**config.mk**
```make
export PLATFORM = sky130hd
export DESIGN_NAME = input_debouncer_flat
export DESIGN_NICKNAME = d
export VERILOG_FILES = /design/src/rtl/input_debouncer_if.sv /design/src/rtl/input_debouncer.sv /design/src/flat_wrapper.sv
export SDC_FILE = /design/constraint.sdc
export NUM_CORES = 1
export LEC_CHECK = 0
export ABC_AREA = 1
export CAP_MARGIN = 30
export CORE_AREA = 8 8 45 47
export CTS_BUF_LIST = sky130_fd_sc_hd__clkbuf_8
export DETAILED_ROUTE_END_ITERATION = 10
export DIE_AREA = 0 0 53 55
export PLACE_DENSITY = 0.56
export SLEW_MARGIN = 0
export SYNTH_ARGS = -nofsm -noshare
export SYNTH_HDL_FRONTEND = slang
export SYNTH_SLANG_ARGS = --single-unit
```
**constraint.sdc**
```tcl
create_clock -name clk -period 2.1 [get_ports clk]
set_input_delay 0.525 -clock clk [delete_from_list [all_inputs] [get_ports clk]]
set_output_delay 0.525 -clock clk [all_outputs]
set_load 0.05 [all_outputs]
```
**src/rtl/input_debouncer_if.sv**
```systemverilog
// Signal bundle between a raw board input and its debouncer.
// The glitch_count member exists only when DEBOUNCE_GLITCH_COUNT_EN is defined.
interface input_debouncer_if;
  logic       din_async;
  logic       level;
  logic       rise;
  logic       fall;
`ifdef DEBOUNCE_GLITCH_COUNT_EN
  logic [7:0] glitch_count;

  modport master (output din_async, input level, input rise, input fall, input glitch_count);
  modport slave  (input din_async, output level, output rise, output fall, output glitch_count);
`else
  modport master (output din_async, input level, input rise, input fall);
  modport slave  (input din_async, output level, output rise, output fall);
`endif
endinterface

```
**src/rtl/input_debouncer.sv**
```systemverilog
// Synchronizes and debounces a bouncy asynchronous input into a clean level with rise/fall strobes.
// Optional rejected-glitch counter enabled by defining DEBOUNCE_GLITCH_COUNT_EN.
module input_debouncer #(
  parameter int SYNC_STAGES     = 2,
  parameter int DEBOUNCE_CYCLES = 16,
  parameter bit RESET_LEVEL     = 1'b0
) (
  input  logic               clk,
  input  logic               rst_n,
  input_debouncer_if.slave   bus
);

  localparam int            CW      = $clog2(DEBOUNCE_CYCLES + 1);
  localparam logic [CW-1:0] CNT_MAX = CW'(DEBOUNCE_CYCLES - 1);
  localparam logic [CW-1:0] CNT_ONE = CW'(1);

  logic [SYNC_STAGES-1:0] sync_r;
  logic                   s_in_s;
  logic                   level_r;
  logic [CW-1:0]          count_r;
  logic                   rise_r;
  logic                   fall_r;

  logic                   level_nxt_s;
  logic [CW-1:0]          count_nxt_s;
  logic                   rise_nxt_s;
  logic                   fall_nxt_s;

  assign s_in_s = sync_r[SYNC_STAGES-1];

  // Qualification: a differing s_in must persist for DEBOUNCE_CYCLES evaluations before level flips.
  always_comb begin
    level_nxt_s = level_r;
    count_nxt_s = {CW{1'b0}};
    rise_nxt_s  = 1'b0;
    fall_nxt_s  = 1'b0;
    if (s_in_s != level_r) begin
      if (count_r == CNT_MAX) begin
        level_nxt_s = s_in_s;
        rise_nxt_s  = s_in_s;
        fall_nxt_s  = ~s_in_s;
      end else begin
        count_nxt_s = count_r + CNT_ONE;
      end
    end else begin
      count_nxt_s = {CW{1'b0}};
    end
  end

  // Synchronizer chain and debounce state; strobes are registered alongside level.
  always_ff @(posedge clk) begin
    if (!rst_n) begin
      sync_r  <= {SYNC_STAGES{RESET_LEVEL}};
      level_r <= RESET_LEVEL;
      count_r <= {CW{1'b0}};
      rise_r  <= 1'b0;
      fall_r  <= 1'b0;
    end else begin
      sync_r  <= {sync_r[SYNC_STAGES-2:0], bus.din_async};
      level_r <= level_nxt_s;
      count_r <= count_nxt_s;
      rise_r  <= rise_nxt_s;
      fall_r  <= fall_nxt_s;
    end
  end

  assign bus.level = level_r;
  assign bus.rise  = rise_r;
  assign bus.fall  = fall_r;

`ifdef DEBOUNCE_GLITCH_COUNT_EN
  logic [7:0] glitch_r;

  // A run that returns to level before qualifying counts as one glitch; saturates at 255.
  always_ff @(posedge clk) begin
    if (!rst_n) begin
      glitch_r <= 8'd0;
    end else if ((s_in_s == level_r) && (count_r != {CW{1'b0}}) && (glitch_r != 8'hFF)) begin
      glitch_r <= glitch_r + 8'd1;
    end else begin
      glitch_r <= glitch_r;
    end
  end

  assign bus.glitch_count = glitch_r;
`endif

endmodule

```
**src/flat_wrapper.sv**
```systemverilog
// flat-port wrapper written by rule: the top's interface ports become plain ports
module input_debouncer_flat 
#(
  parameter int SYNC_STAGES     = 2,
  parameter int DEBOUNCE_CYCLES = 16,
  parameter bit RESET_LEVEL     = 1'b0
)
  (clk, rst_n, bus_din_async, bus_level, bus_rise, bus_fall);
  input_debouncer_if bus_i ();
  input  logic clk;
  input  logic rst_n;
  input wire logic [$bits(bus_i.din_async)-1:0] bus_din_async;
  output wire logic [$bits(bus_i.level)-1:0] bus_level;
  output wire logic [$bits(bus_i.rise)-1:0] bus_rise;
  output wire logic [$bits(bus_i.fall)-1:0] bus_fall;
  assign bus_i.din_async = bus_din_async;
  assign bus_level = bus_i.level;
  assign bus_rise = bus_i.rise;
  assign bus_fall = bus_i.fall;
  input_debouncer #(.SYNC_STAGES(SYNC_STAGES), .DEBOUNCE_CYCLES(DEBOUNCE_CYCLES), .RESET_LEVEL(RESET_LEVEL)) u_core (.clk(clk), .rst_n(rst_n), .bus(bus_i));
endmodule
```
### After elaboration in Yosys (flattened, before gate mapping)

Cells that the tools add are included.
W data, S select, Z words.

| operators by class | value |
|---|---|
| add/sub/neg operators | 1 |
| equality and inequality tests | 2 |
| bitwise gates (word level) | 3 |
| reduce and logical (&&, ||, !) cells | 3 |

Operator list:

| cell | number |
|---|---|
| $add A5 B1 Y5 const B | 1 |
| $eq A5 B4 Y1 const B | 1 |
| $not A1 Y1 | 3 |
| $reduce_and A3 Y1 | 1 |
| $reduce_or A3 Y1 | 1 |
| $reduce_and A2 Y1 | 1 |
| $ne A1 B1 Y1 | 1 |

| word-level totals | value |
|---|---|
| bits in registers | 10 |
| output and inout bits | 3 |
| word-level logic and storage cells | 14 |

### Depth between registers and ports, before layout

| logic depth | value |
|---|---|
| depth after elaboration | 3 |
| gate-level depth with buffers | 7 |
| mapped depth without buffers | 7 |

### Worst setup path before layout

OpenSTA, ideal clock, no wires.

| timing path | value |
|---|---|
| kind | register -> register |
| from | register u_core.count_r[0] |
| to | register u_core.level_r (netlist: u_core.bus.level) |
| library setup time | 0.121 ns |
| arrival time | 1.067 ns |
| required time | 1.979 ns |
| path slack | 0.911 ns |
| cell stages (with the launch flop) | 8 |
| period minus slack after synthesis | 1.189 ns |
| cells stage by stage | dfxtp_1 ha_1 nand2_1 nor2_1 ha_1 inv_1 o21ai_0 a21oi_1 |

| on the way | value |
|---|---|
| cells in the longest elaborated chain, start to end | 2 |

RTL lines:

| what | RTL line | text |
|---|---|---|
| start: declaration | input_debouncer.sv:20 | `logic [CW-1:0] count_r;` |
| start signal: assignment | input_debouncer.sv:55 | `count_r <= {CW{1'b0}};` |
| start signal: assignment | input_debouncer.sv:61 | `count_r <= count_nxt_s;` |
| $eq A5 B4 Y1 | input_debouncer.sv:38 | `if (count_r == CNT_MAX) begin` |
| $reduce_and A2 Y1 (no source line) | -- |  |
| end signal: assignment | input_debouncer.sv:60 | `level_r <= level_nxt_s;` |
| end: declaration | input_debouncer.sv:19 | `logic level_r;` |

Every way passes these cells.
A chain may end at the register's enable or synchronous reset.

### Worst setup path after layout

| timing path | value |
|---|---|
| from | register u_core.level_r (netlist: u_core.bus.level) |
| to | output port bus_level |

RTL lines:

| what | RTL line | text |
|---|---|---|
| end: declaration | flat_wrapper.sv:13 | `output wire logic [$bits(bus_i.level)-1:0] bus_level;` |

No word-level cell between the ends.

==> results <==
[routing by layer]
| layer | vias to the layer above | routed length (µm) |
|---|---|---|
| li1 | 149 | - |
| met1 | 123 | 250 |
| met2 | 8 | 216 |
| met3 | 5 | 53 |
| met4 | 0 | 34 |
| met5 | - | 0 |
[metrics by stage]
stage | power, µW | utilization (%) | setup WS [ps] | std cells
after detailed placement | 208.5 | 31.92 | 409.5 | 63
after floorplan | 202.3 | - | 911.3 | 42
after CTS | 451.8 | 35.90 | 153.1 | 67
final | 443.1 | 35.90 | 162.6 | 67
after global routing | 462.9 | 35.90 | 112.2 | 67
after global placement | 208.2 | 31.92 | 422.4 | 63
[layout make-up]
type                            count  area (µm²)  area share [%]
Timing Repair Buffer                5       50.05           10.08
Inverter                            8       30.03           6.045
Multi-Input combinational cell     24       141.4           28.46
Tap cell                           16       20.02           4.030
Clock buffer                        4       55.05           11.08
Sequential cell                    10       200.2           40.30
[placed cells by master, fill, tap and decap left out]
master           netlist  layout
dfxtp_1               10      10
inv_1                  7       7
nand2_1                7       7
nor2_1                 6       6
clkdlybuf4s50_1        0       5
clkbuf_8               0       4
nor3_1                 2       2
ha_1                   2       2
o21ai_0                1       1
a21oi_1                1       1
inv_2                  1       1
nand2_2                1       1
nand4_4                1       1
nand4_1                1       1
nand3_1                1       1
xnor2_1                1       1
[flip-flops by register name, indices dropped and copies added (netlist names)]
register and count:
u_core.sync_r 2, u_core.bus.fall 1, u_core.count_r 5, u_core.bus.rise 1, u_core.bus.level 1
[cells by family after synthesis]
group | Yosys count
buffers and inverters | 8
xor gates and xnor gates | 1
DFF | 10
AOI/OAI and AO/OA | 2
and+or+nand+nor | 19
adders and majority gates | 2
[worst min path at each step]
stage | from | end | cells after the start
after floorplan | u_core.sync_r[0] | u_core.sync_r[1] | 2
after global placement | u_core.sync_r[0] | u_core.sync_r[1] | 2
after detailed placement | u_core.sync_r[0] | u_core.sync_r[1] | 2
after CTS | u_core.sync_r[0] | u_core.sync_r[1] | 2
after global routing | u_core.sync_r[0] | u_core.sync_r[1] | 2
final | u_core.sync_r[0] | u_core.sync_r[1] | 2
[report_power, final]
group | internal [µW] | total (µW) | switching, µW | leakage, µW
Sequential | 193 | 194 | 1.53 | 0.0000810
Combinational | 5.42 | 10.4 | 4.98 | 0.0000859
Clock | 165 | 239 | 73.9 | 0.0000288
==> flow_metrics.py <==
metrics = {
    "run": {
        "maxCapViolations": 0,
    },
    "finish": {
        "final_area_um2": 496.7,
        "syn_to_final_growth_pct": 33.67,
        "final_nets": 57,
        "fillers": 145,
        "drive_gt1_share_pct": 13.73,
        "antenna_cells": 0,
    },
    "clocking": {
        "path_clk_slew_ps": 50,
        "clkSinkCount": 10,
        "clk_root_buffer_cell": "clkbuf_8",
        "clk_latency_ps": 240,
        "max-clock-path-buffers": 2,
        "htreeDepth": 1,
        "cts_buffers": 3,
        "ctsHoldBuffers": 0,
        "cts_tree": "built",
        "cts_setup_buffers": 0,
        "ctsResizeCount": 0,
    },
    "setup_path": {
        "reg2reg_from": "u_core.count_r[0]",
        "worst_path_largest_cell_delay_ps": 820,
        "reg2regPathDepth": 7,
        "cp.depth": 1,
        "worstSetupEndpoint": "bus_level",
        "endpoint_kind": "output port",
        "critical_path_buf_inv_count": 1,
        "cp-start-kind": "flop",
        "required_ps": 1570,
        "r2r_setup_slack_ps": 810,
        "r2r-end": "u_core.bus.level",
        "crit_type": "flop to output port",
        "cpMaxStageDelayCell": "clkdlybuf4s50_1",
        "crit_fanout": 4,
        "path_delay_family": "buffers and inverters",
        "startpoint": "u_core.bus.level",
        "crit_chain": "clkdlybuf4s50_1",
        "cp_data_arrival_time_ps": 1410,
    },
    "global_route": {
        "busiest_layer": "met4",
        "grt_max_degree": 7,
        "track_usage_pct": 4.882,
        "use_met1_pct": 4.608,
        "antenna_found_initial": 0,
        "grt_pass1_wl_um": 910,
        "met2_usage_pct": 5.664,
        "grt_pass1_vias": 247,
        "gr-total-overflow": 0,
        "met3_usage_pct": 4.011,
    },
    "logic_synthesis": {
        "ys_top_cells_by_count": "dfxtp_1, inv_1, nand2_1",
        "syn_inst": 42,
        "synth_fa_ha_area_share_pct": 6.734,
        "async_reset_ff_share_pct": 0,
        "yosys.area_share.simple_pct": 26.26,
        "synth-edff-count": 0,
        "synth_most_common_cell": "dfxtp_1",
        "ys_warn_count": 0,
        "synth_ff_type": "dfxtp_1",
        "synth-compound-area-share_pct": 2.694,
        "yosys.area.top_type": "dfxtp_1",
        "synth_top_family_by_area": "simple AND/OR/NAND/NOR gates",
        "syn_avg_cell_area_um2": 8.848,
        "muxShareOfSynthArea_pct": 0,
        "synth_xor_area_share_pct": 2.357,
        "synth_area_leaders": "dfxtp_1, inv_1, nand2_1",
        "synth_fp_nets": 47,
        "ys_types": 14,
        "ys_ff_latch": 10,
        "synthesis.area_um2": 371.6,
        "yosysSeqAreaShare_pct": 53.87,
        "yosysTopAreaCellShare_pct": 53.87,
    },
    "detailed_routing": {
        "first_iter_violations": 4,
        "dr.pass1.iters": 4,
        "antenna_left": 0,
        "routed-via-count": 285,
        "drc": 0,
        "wl_per_cell_um": 8.269,
        "viasPerCell": 4.254,
        "totalWireLength_um": 554,
    },
    "sta": {
        "hold_viol": 0,
        "setup_viol": 0,
        "fin_setup_tns_ps": 0,
        "whs_ps": 407.5,
        "slew_headroom_pct": 66.97,
        "fin_crit_sh_pct": 92.26,
        "rsz0062_at_grt": "false",
        "report.final.slew_viol_count": 0,
        "fin_skew_ps": 2.867,
        "period_minus_slack_ps": 1937,
        "max_freq_ghz": 0.5162,
        "tightest_slew_ps": 493.9,
    },
    "floorplan": {
        "io_pins": 6,
        "rows": 14,
        "die_h_um": 55,
        "dieArea_mm2": 0.002915,
        "core_area_mm2": 0.001384,
        "die_w_um": 53,
        "floorplan.initialDensity_pct": 26.85,
    },
    "power_and_ir_drop": {
        "power_density_mw_per_mm2": 892.1,
        "p_leak_uw": 0.0001957,
        "max-vdd-ir-drop_mv": 0.4670,
    },
    "placed_design": {
        "place.gp.congestion": 0.7299,
        "hpwl_um": 429.3,
        "io_buffers": 5,
        "postPlaceCellArea_um2": 441.7,
    },
    "worst_hold_path": {
        "hold_path_class": "flop to flop",
    },
    "status": {
        "status": "complete, no violations",
    },
}
(Power assumes the default switching activity.)
